===== src/rtl/sistema_alarme_temperatura_param_if.sv =====
// Bus between the sensor sampling logic, the temperature alarm core and the
// control-room annunciator: samples, thresholds, acknowledge and alarm outputs.
interface sistema_alarme_temperatura_param_if #(
    parameter int unsigned N_CANAIS = 7,
    parameter int unsigned LARGURA  = 8,
    parameter int unsigned IDX_W    = 3
);
    logic                        amostraValida;
    logic [N_CANAIS*LARGURA-1:0] temperaturas;
    logic [N_CANAIS*LARGURA-1:0] limites;
    logic                        reconhece;
    logic                        alarmeSonoroTemperatura;
    logic [N_CANAIS-1:0]         alarmeCanal;
    logic [IDX_W-1:0]            primeiroCanal;
    logic                        primeiroValido;
    logic [7:0]                  contAlarmes;

    modport master (
        output amostraValida, temperaturas, limites, reconhece,
        input  alarmeSonoroTemperatura, alarmeCanal, primeiroCanal,
               primeiroValido, contAlarmes
    );

    modport slave (
        input  amostraValida, temperaturas, limites, reconhece,
        output alarmeSonoroTemperatura, alarmeCanal, primeiroCanal,
               primeiroValido, contAlarmes
    );
endinterface


===== src/rtl/sistema_alarme_temperatura_param.sv =====
// Multi-channel temperature alarm: per-channel debounce, hysteresis, latched
// alarm with acknowledge, first-out capture and saturating event counter.
module sistema_alarme_temperatura_param #(
    parameter int unsigned N_CANAIS = 7,
    parameter int unsigned LARGURA  = 8,
    parameter int unsigned HIST     = 5,
    parameter int unsigned PERSIST  = 3,
    parameter int unsigned IDX_W    = 3
) (
    input logic                          clk,
    input logic                          rst_n,
    sistema_alarme_temperatura_param_if.slave bus
);
    localparam int unsigned CNT_W = (PERSIST > 1) ? $clog2(PERSIST) : 1;

    typedef enum logic [1:0] {
        NORMAL      = 2'b00,
        SUSPEITO    = 2'b01,
        ALARME      = 2'b10,
        RECONHECIDO = 2'b11
    } estado_t;

    logic [N_CANAIS-1:0] w_entra;
    logic [N_CANAIS-1:0] w_alarme;
    logic [N_CANAIS-1:0] w_reconh;
    logic [N_CANAIS-1:0] w_normal;
    logic [IDX_W-1:0]    w_idx_entra;
    logic                w_todos_normal;

    logic                r_prim_valido;
    logic [IDX_W-1:0]    r_prim_canal;
    logic [7:0]          r_cont;

    for (genvar g = 0; g < N_CANAIS; g++) begin : g_canal
        estado_t           r_estado;
        logic [CNT_W-1:0]  r_cnt;
        logic [LARGURA-1:0] w_temp;
        logic [LARGURA-1:0] w_lim;
        logic [LARGURA:0]   w_soma;
        logic               w_trip;
        logic               w_clear;
        logic               w_cnt_final;

        assign w_temp      = bus.temperaturas[g*LARGURA +: LARGURA];
        assign w_lim       = bus.limites[g*LARGURA +: LARGURA];
        // Clear threshold evaluated one bit wider so temp + HIST cannot wrap.
        assign w_soma      = {1'b0, w_temp} + (LARGURA+1)'(HIST);
        assign w_trip      = (w_temp >= w_lim);
        assign w_clear     = (w_soma < {1'b0, w_lim});
        assign w_cnt_final = ((32'(r_cnt) + 32'd1) == PERSIST);

        assign w_entra[g]  = bus.amostraValida && w_trip &&
                             (((r_estado == NORMAL) && (PERSIST == 1)) ||
                              ((r_estado == SUSPEITO) && w_cnt_final));
        assign w_alarme[g] = (r_estado == ALARME);
        assign w_reconh[g] = (r_estado == RECONHECIDO);
        assign w_normal[g] = (r_estado == NORMAL);

        // Channel FSM; sampling gaps freeze the debounce count.
        always_ff @(posedge clk or negedge rst_n) begin
            if (!rst_n) begin
                r_estado <= NORMAL;
                r_cnt    <= '0;
            end else begin
                case (r_estado)
                    NORMAL: begin
                        if (bus.amostraValida && w_trip) begin
                            if (PERSIST == 1) begin
                                r_estado <= ALARME;
                                r_cnt    <= '0;
                            end else begin
                                r_estado <= SUSPEITO;
                                r_cnt    <= CNT_W'(1);
                            end
                        end
                    end
                    SUSPEITO: begin
                        if (bus.amostraValida) begin
                            if (!w_trip) begin
                                r_estado <= NORMAL;
                                r_cnt    <= '0;
                            end else if (w_cnt_final) begin
                                r_estado <= ALARME;
                                r_cnt    <= '0;
                            end else begin
                                r_cnt    <= r_cnt + CNT_W'(1);
                            end
                        end
                    end
                    ALARME: begin
                        if (bus.reconhece) begin
                            r_estado <= RECONHECIDO;
                        end
                    end
                    RECONHECIDO: begin
                        if (bus.amostraValida && w_clear) begin
                            r_estado <= NORMAL;
                        end
                    end
                    default: begin
                        r_estado <= NORMAL;
                        r_cnt    <= '0;
                    end
                endcase
            end
        end
    end

    assign w_todos_normal = &w_normal;

    // Lowest channel entering alarm on this edge.
    always_comb begin
        w_idx_entra = '0;
        for (int i = int'(N_CANAIS) - 1; i >= 0; i--) begin
            if (w_entra[i]) begin
                w_idx_entra = IDX_W'(i);
            end
        end
    end

    // First-out capture and saturating alarm-event counter.
    always_ff @(posedge clk or negedge rst_n) begin
        if (!rst_n) begin
            r_prim_valido <= 1'b0;
            r_prim_canal  <= '0;
            r_cont        <= '0;
        end else begin
            if (r_prim_valido && !w_todos_normal) begin
                r_prim_valido <= 1'b1;
            end else if (|w_entra) begin
                r_prim_valido <= 1'b1;
                r_prim_canal  <= w_idx_entra;
            end else begin
                r_prim_valido <= 1'b0;
                r_prim_canal  <= '0;
            end
            if ((|w_entra) && (r_cont != 8'hFF)) begin
                r_cont <= r_cont + 8'd1;
            end
        end
    end

    assign bus.alarmeSonoroTemperatura = |w_alarme;
    assign bus.alarmeCanal             = w_alarme | w_reconh;
    assign bus.primeiroCanal           = r_prim_canal;
    assign bus.primeiroValido          = r_prim_valido;
    assign bus.contAlarmes             = r_cont;

endmodule


===== src/flat_wrapper.sv =====
// flat-port wrapper written by rule: the top's interface ports become plain ports
module sistema_alarme_temperatura_param_flat 
#(
    parameter int unsigned N_CANAIS = 7,
    parameter int unsigned LARGURA  = 8,
    parameter int unsigned HIST     = 5,
    parameter int unsigned PERSIST  = 3,
    parameter int unsigned IDX_W    = 3
)
  (clk, rst_n, bus_amostraValida, bus_temperaturas, bus_limites, bus_reconhece, bus_alarmeSonoroTemperatura, bus_alarmeCanal, bus_primeiroCanal, bus_primeiroValido, bus_contAlarmes);
  sistema_alarme_temperatura_param_if #(.N_CANAIS(N_CANAIS), .LARGURA(LARGURA), .IDX_W(IDX_W)) bus_i ();
  input logic clk;
  input logic rst_n;
  input wire logic [$bits(bus_i.amostraValida)-1:0] bus_amostraValida;
  input wire logic [$bits(bus_i.temperaturas)-1:0] bus_temperaturas;
  input wire logic [$bits(bus_i.limites)-1:0] bus_limites;
  input wire logic [$bits(bus_i.reconhece)-1:0] bus_reconhece;
  output wire logic [$bits(bus_i.alarmeSonoroTemperatura)-1:0] bus_alarmeSonoroTemperatura;
  output wire logic [$bits(bus_i.alarmeCanal)-1:0] bus_alarmeCanal;
  output wire logic [$bits(bus_i.primeiroCanal)-1:0] bus_primeiroCanal;
  output wire logic [$bits(bus_i.primeiroValido)-1:0] bus_primeiroValido;
  output wire logic [$bits(bus_i.contAlarmes)-1:0] bus_contAlarmes;
  assign bus_i.amostraValida = bus_amostraValida;
  assign bus_i.temperaturas = bus_temperaturas;
  assign bus_i.limites = bus_limites;
  assign bus_i.reconhece = bus_reconhece;
  assign bus_alarmeSonoroTemperatura = bus_i.alarmeSonoroTemperatura;
  assign bus_alarmeCanal = bus_i.alarmeCanal;
  assign bus_primeiroCanal = bus_i.primeiroCanal;
  assign bus_primeiroValido = bus_i.primeiroValido;
  assign bus_contAlarmes = bus_i.contAlarmes;
  sistema_alarme_temperatura_param #(.N_CANAIS(N_CANAIS), .LARGURA(LARGURA), .HIST(HIST), .PERSIST(PERSIST), .IDX_W(IDX_W)) u_core (.clk(clk), .rst_n(rst_n), .bus(bus_i));
endmodule

===== config.mk =====
export PLATFORM = sky130hd
export DESIGN_NAME = sistema_alarme_temperatura_param_flat
export DESIGN_NICKNAME = d
export VERILOG_FILES = /design/src/rtl/sistema_alarme_temperatura_param_if.sv /design/src/rtl/sistema_alarme_temperatura_param.sv /design/src/flat_wrapper.sv
export SDC_FILE = /design/constraint.sdc
export NUM_CORES = 1
export LEC_CHECK = 0
export BUFFER_PORTS_ARGS = -buffer_cell sky130_fd_sc_hd__buf_2
export CAP_MARGIN = 20
export CORE_ASPECT_RATIO = 1.4
export CORE_MARGIN = 2
export CORE_UTILIZATION = 56
export DETAILED_ROUTE_END_ITERATION = 10
export PLACE_DENSITY = 0.93
export SYNTH_ARGS = -nofsm -noshare
export SYNTH_HDL_FRONTEND = slang
export SYNTH_SLANG_ARGS = --single-unit

===== constraint.sdc =====
create_clock -name clk -period 2.5 [get_ports clk]
set_clock_uncertainty 0.1 [all_clocks]
set_input_delay 0.375 -clock clk [delete_from_list [all_inputs] [get_ports clk]]
set_output_delay 0.375 -clock clk [all_outputs]
set_load 0.01 [all_outputs]

Word level (Yosys, flattened, before mapping)

Index checks and enable logic that the tools add are counted.

Add/subtract/negate cells: 22
Multiply operators: 0
Divide/modulo/power cells: 0
$lt $le $gt $ge: 14
Equal/unequal tests: 64
Shift-type cells: 0
Multiplexer cells: 81
Bitwise operators: 1
Reduce and logical (&&, ||, !) cells: 62

Operators with widths:

| cell                                                                    | number |
|---|---|
| 32-bit by 2-bit equality test with 1-bit output (second input constant) | 7 |
| 2-bit 2-to-1 mux                                                        | 57 |
| 8-bit by 3-bit adder with 9-bit output (second input constant)          | 7 |
| 9-bit by 8-bit < comparator with 1-bit output                           | 7 |
| 8-bit greater-or-equal comparator                                       | 7 |
| 2-bit != test (second input constant)                                   | 28 |
| 2-bit case mux with 4 select lines                                      | 7 |
| 5-bit AND reduction                                                     | 7 |
| 1-bit logical AND                                                       | 30 |
| 2-bit equality test (second input constant)                             | 14 |
| 2-bit case mux with 2 select lines                                      | 7 |
| 3-bit 2-to-1 mux                                                        | 8 |
| 2-bit by 1-bit adder with 3-bit output (second input constant)          | 7 |
| 3-bit != test (second input constant)                                   | 7 |
| 3-bit AND reduction                                                     | 7 |
| 2-bit by 1-bit adder with 2-bit output (second input constant)          | 7 |
| 2-bit by 1-bit equality test with 1-bit output (second input constant)  | 7 |
| 2-bit logical NOT                                                       | 7 |
| 2-bit nonzero test                                                      | 7 |
| 7-bit OR reduction                                                      | 2 |
| 8-bit by 1-bit adder with 8-bit output (second input constant)          | 1 |
| 8-bit != test (second input constant)                                   | 1 |
| 7-bit OR                                                                | 1 |
| 7-bit AND reduction                                                     | 1 |
| other kinds (2)                                                         | 3 |

Register bits after elaboration: 40
Bits in latches: 0
Bits in writable memories: 0
ROM bits: 0
Output and inout port bits: 20
Memories: 0

Logic depth before layout (Yosys ltp)

Depth after elaboration: 12
Depth in mapped cells: 10

Least setup slack after synthesis

Ideal clock, no wire load.

Kind: input-to-reg
Start: input port bus_limites[19]
End: register u_core.r_cont[1] (netlist: u_core.bus.contAlarmes[1])
Library setup time: 0.125 ns
Data arrival time: 2.255 ns
Path slack: 0.020 ns
Stages on the path: 10
Buffers on the path: 1
Cells stage by stage: inv_1 ha_1 o21a_1 nor2_1 o31ai_1 and4_4 and4bb_1 buf_6 a21oi_4 mux2_4

Word-level cells in the longest chain between the ends: 5

Ends and longest elaborated chain:

| what                              | line                                    | source |
|---|---|---|
| start: declaration                | flat_wrapper.sv:16                      | `input wire logic [$bits(bus_i.limites)-1:0] bus_limites;` |
| 8-bit greater-or-equal comparator | sistema_alarme_temperatura_param.sv:48  | `assign w_trip = (w_temp >= w_lim);` |
| 1-bit logical AND (2 in series)   | sistema_alarme_temperatura_param.sv:52  | `assign w_entra[g] = bus.amostraValida && w_trip &&` |
| 7-bit OR reduction                | sistema_alarme_temperatura_param.sv:137 | `if ((\|w_entra) && (r_cont != 8'hFF)) begin` |
| 1-bit logical AND                 | sistema_alarme_temperatura_param.sv:137 |  |
| end signal: assignment            | sistema_alarme_temperatura_param.sv:138 | `r_cont <= r_cont + 8'd1;` |
| end: declaration                  | sistema_alarme_temperatura_param.sv:32  | `logic [7:0] r_cont;` |

No other way between the ends.
A chain may end at the register's enable or synchronous reset.

==> impl_metrics.py <==
metrics = {
    "run_status": {
        "status": "finished clean",
    },
    "die": {
        "initial_core_util": 0.579,
        "dieWidth_um": 87.8,
        "dieArea_um2": 10600,
        "rows": 42,
        "pin_count": 136,
        "core_area_um2": 9510,
        "fp.dieH_um": 121,
    },
    "cts": {
        "cts.sinks": 40,
        "cts-root-buf": "clkbuf_16",
        "cts_tree": "built",
        "cts_buffers": 5,
        "holdBufCountCts": 0,
        "clk_pin_slew_ps": 60,
        "htree_levels": 2,
        "clk-insertion-delay-late_ps": 280,
        "clk_path_buf_depth": 2,
    },
    "layout": {
        "stdcell_area_um2": 7280,
        "drive_gt1_frac": 0.299,
        "diodes": 0,
        "final_cells": 1022,
        "final_nets": 1126,
        "layout_commonest_cell": "buf_2",
        "final_cell_mix": "buf_2, ha_1, buf_4",
        "fin_util": 0.766,
        "area_growth_pct": 32.3,
    },
    "detailed_routing": {
        "ant_nets": 0,
        "wl_per_cell_um": 14.5,
        "totalWireLength_um": 14800,
        "drtIter0Drc": 314,
        "drc": 0,
        "via_per_inst": 5.51,
        "first_pass_iters": 4,
        "num_vias": 5632,
    },
    "synth": {
        "synth_edf_count": 0,
        "synthCells": 675,
        "ys.flop_type": "dfrtp_1",
        "yosys-top-cells-area": "ha_1, dfrtp_1, xnor2_1, inv_1, a21oi_1",
        "yosys_warnings": 0,
        "synth-seq-cells": 40,
        "synth_nets": 911,
        "seq_area_frac_synth": 0.182,
        "syn-cell-area_um2": 5500,
        "async_flop_share": 1.00,
        "synth_cell_types": 64,
        "yosysTopAreaCell": "ha_1",
        "synth.top_cell.area_share": 0.273,
        "postSynthAreaPerCell_um2": 8.15,
    },
    "timing": {
        "worst_pin_slew_ps": 886,
        "fin_setup_tns_ps": 0,
        "whs_ps": 112,
        "rsz0062_at_grt": "true",
        "finalCritPeriodShare": 0.974,
        "fin_crit_ps": 2440,
        "slew_viol_final": 0,
        "postLayoutSetupSlackWorst_ps": 64.3,
        "maxSlewHeadroom": 0.410,
        "setup_viol": 0,
        "hold_viol": 0,
        "fmax_mhz": 411,
    },
    "worst_setup_path": {
        "crit_fanout": 3,
        "path_class": "primary input to register",
        "critPathMostFrequentCell": "ha_1",
        "critPathRequiredTime_ps": 2570,
        "end_kind": "register",
        "crit_start": "bus_temperaturas[0]",
        "cp.arrival_ps": 2500,
        "critPathMaxStageDelay_ps": 370,
        "critPathSlowestCell": "a2111oi_1",
        "worst-path-buf-inv": 2,
        "critPathTopFamily": "compound AO/OA/AOI/OAI gates",
        "path_cells": "buf_2, buf_4, ha_1, o2111ai_2, xnor2_1, ha_1, a21o_1, a2111oi_1, o21ai_1, a41oi_2, o21ai_0",
        "start_kind": "primary input",
    },
    "power": {
        "p_clk_frac": 0.212,
        "p_total_mw": 3.86,
        "p_sw_frac": 0.389,
        "p_sw_mw": 1.50,
        "ir_worst_vdd_uv": 336,
        "seq_power_share": 0.300,
        "power_density_nw_per_um2": 530,
        "combPwrFrac": 0.488,
        "internal_power_mw": 2.36,
        "static-leakage-power_nw": 3.83,
    },
    "global_routing": {
        "grt_start_max_net_pins": 41,
        "grt_pass1_vias": 5826,
        "grt_overflow_total": 0,
        "track_usage": 0.276,
        "grt_pass1_wl_um": 24200,
        "antenna_found_initial": 0,
    },
    "place": {
        "place_congestion": 0.899,
        "pre_cts_slack_ps": -459,
        "placed_cell_area_um2": 6930,
        "placedCellCount": 1014,
        "dp_hpwl_um": 12300,
        "io_buffers": 135,
    },
    "flow_run": {
        "max_cap_violations": 0,
    },
    "worst_hold_path": {
        "hp-class": "primary input to asynchronous set/reset pin",
    },
}
==> worst paths after layout <==
check                                                      to  slack (ps)  cells past startpoint
worst max-delay path                                 register          60                     11
worst min-delay path               u_core.g_canal[3].r_cnt[1]         110                      1
worst max register to register      u_core.bus.contAlarmes[1]         220                      9
worst min register to register     u_core.g_canal[1].r_cnt[1]         380                      1
max in group asynchronous          asynchronous set/reset pin        1630                      1
min in group clk                u_core.g_canal[2].r_estado[0]         380                      3
==> synth_stat cells, types with 5 or more instances <==
cell type  count
ha_1         120
inv_1         77
nand2_1       59
a21oi_1       54
dfrtp_1       40
nor2_1        40
o21ai_0       39
xnor2_1       35
nand3_1       21
nand2b_1      15
o21a_1        15
nor2b_1       14
a21o_1        11
and3_1        10
clkbuf_1       9
xor2_1         9
o2111ai_1      7
a2111oi_0      5
mux2_1         5
nand4_1        5
o22ai_1        5
==> area by class of cell <==
class                   count  area [um2]
flip-flops and latches     40        1000
repair buffers            222        1350
clock buffers               5         125
multi-input cells         544        4300
inverters                  77         289
clock inverters             2        60.1
well taps                 132         165
fillers                   694        2230
==> logic make-up (layout without fill, tap and decap cells) <==
kind of cell	Yosys count	count (layout)	share of synthesized area
AO/OA/AOI/OAI	187	187	0.229
AND/OR/NAND/NOR	186	186	0.167
adder cells (fa/ha/maj)	120	120	0.273
buffers and inverters	91	306	0.0648
XOR/XNOR	44	44	0.0700
flip-flops	40	40	0.182
multiplexers	7	7	0.0148
==> worst reg2reg max path: stages (launching register included) <==
cell	delay, ps
dfrtp_1	380
nor2b_1	170
nand2_1	90
nor4_2	330
o21ai_1	110
buf_4	160
and4bb_1	220
buf_6	150
a21oi_4	160
mux2_4	310
==> routing by layer <==
layer  global-route usage  share of wire  vias to the layer above  wire length [um]
met5                    0              0                        -                 0
met4                0.100          0.021                        0               315
met3               0.0299          0.039                       30               577
met2                0.543           0.55                      140              8210
met1                0.291           0.39                     2619              5730
li1                     -              -                     2843                 -
==> power groups by stage <==
stage | clock (mW) | sequential [mW] | combinational (mW)
after global placement | 0 | 1.15 | 1.71
after CTS | 0.818 | 1.15 | 1.82
after detailed placement | 0 | 1.16 | 1.79
after floorplan | 0 | 1.09 | 1.18
final | 0.816 | 1.16 | 1.88
after global routing | 0.836 | 1.20 | 2.12
==> what timing repair did <==
item / in CTS / in global routing
pin swaps: 1 / 7
gates resized for setup: 6 / 26
endpoints found under the setup margin: 8 / 14
setup buffers: 0 / 1
Power figures use the tool's default switching activity.
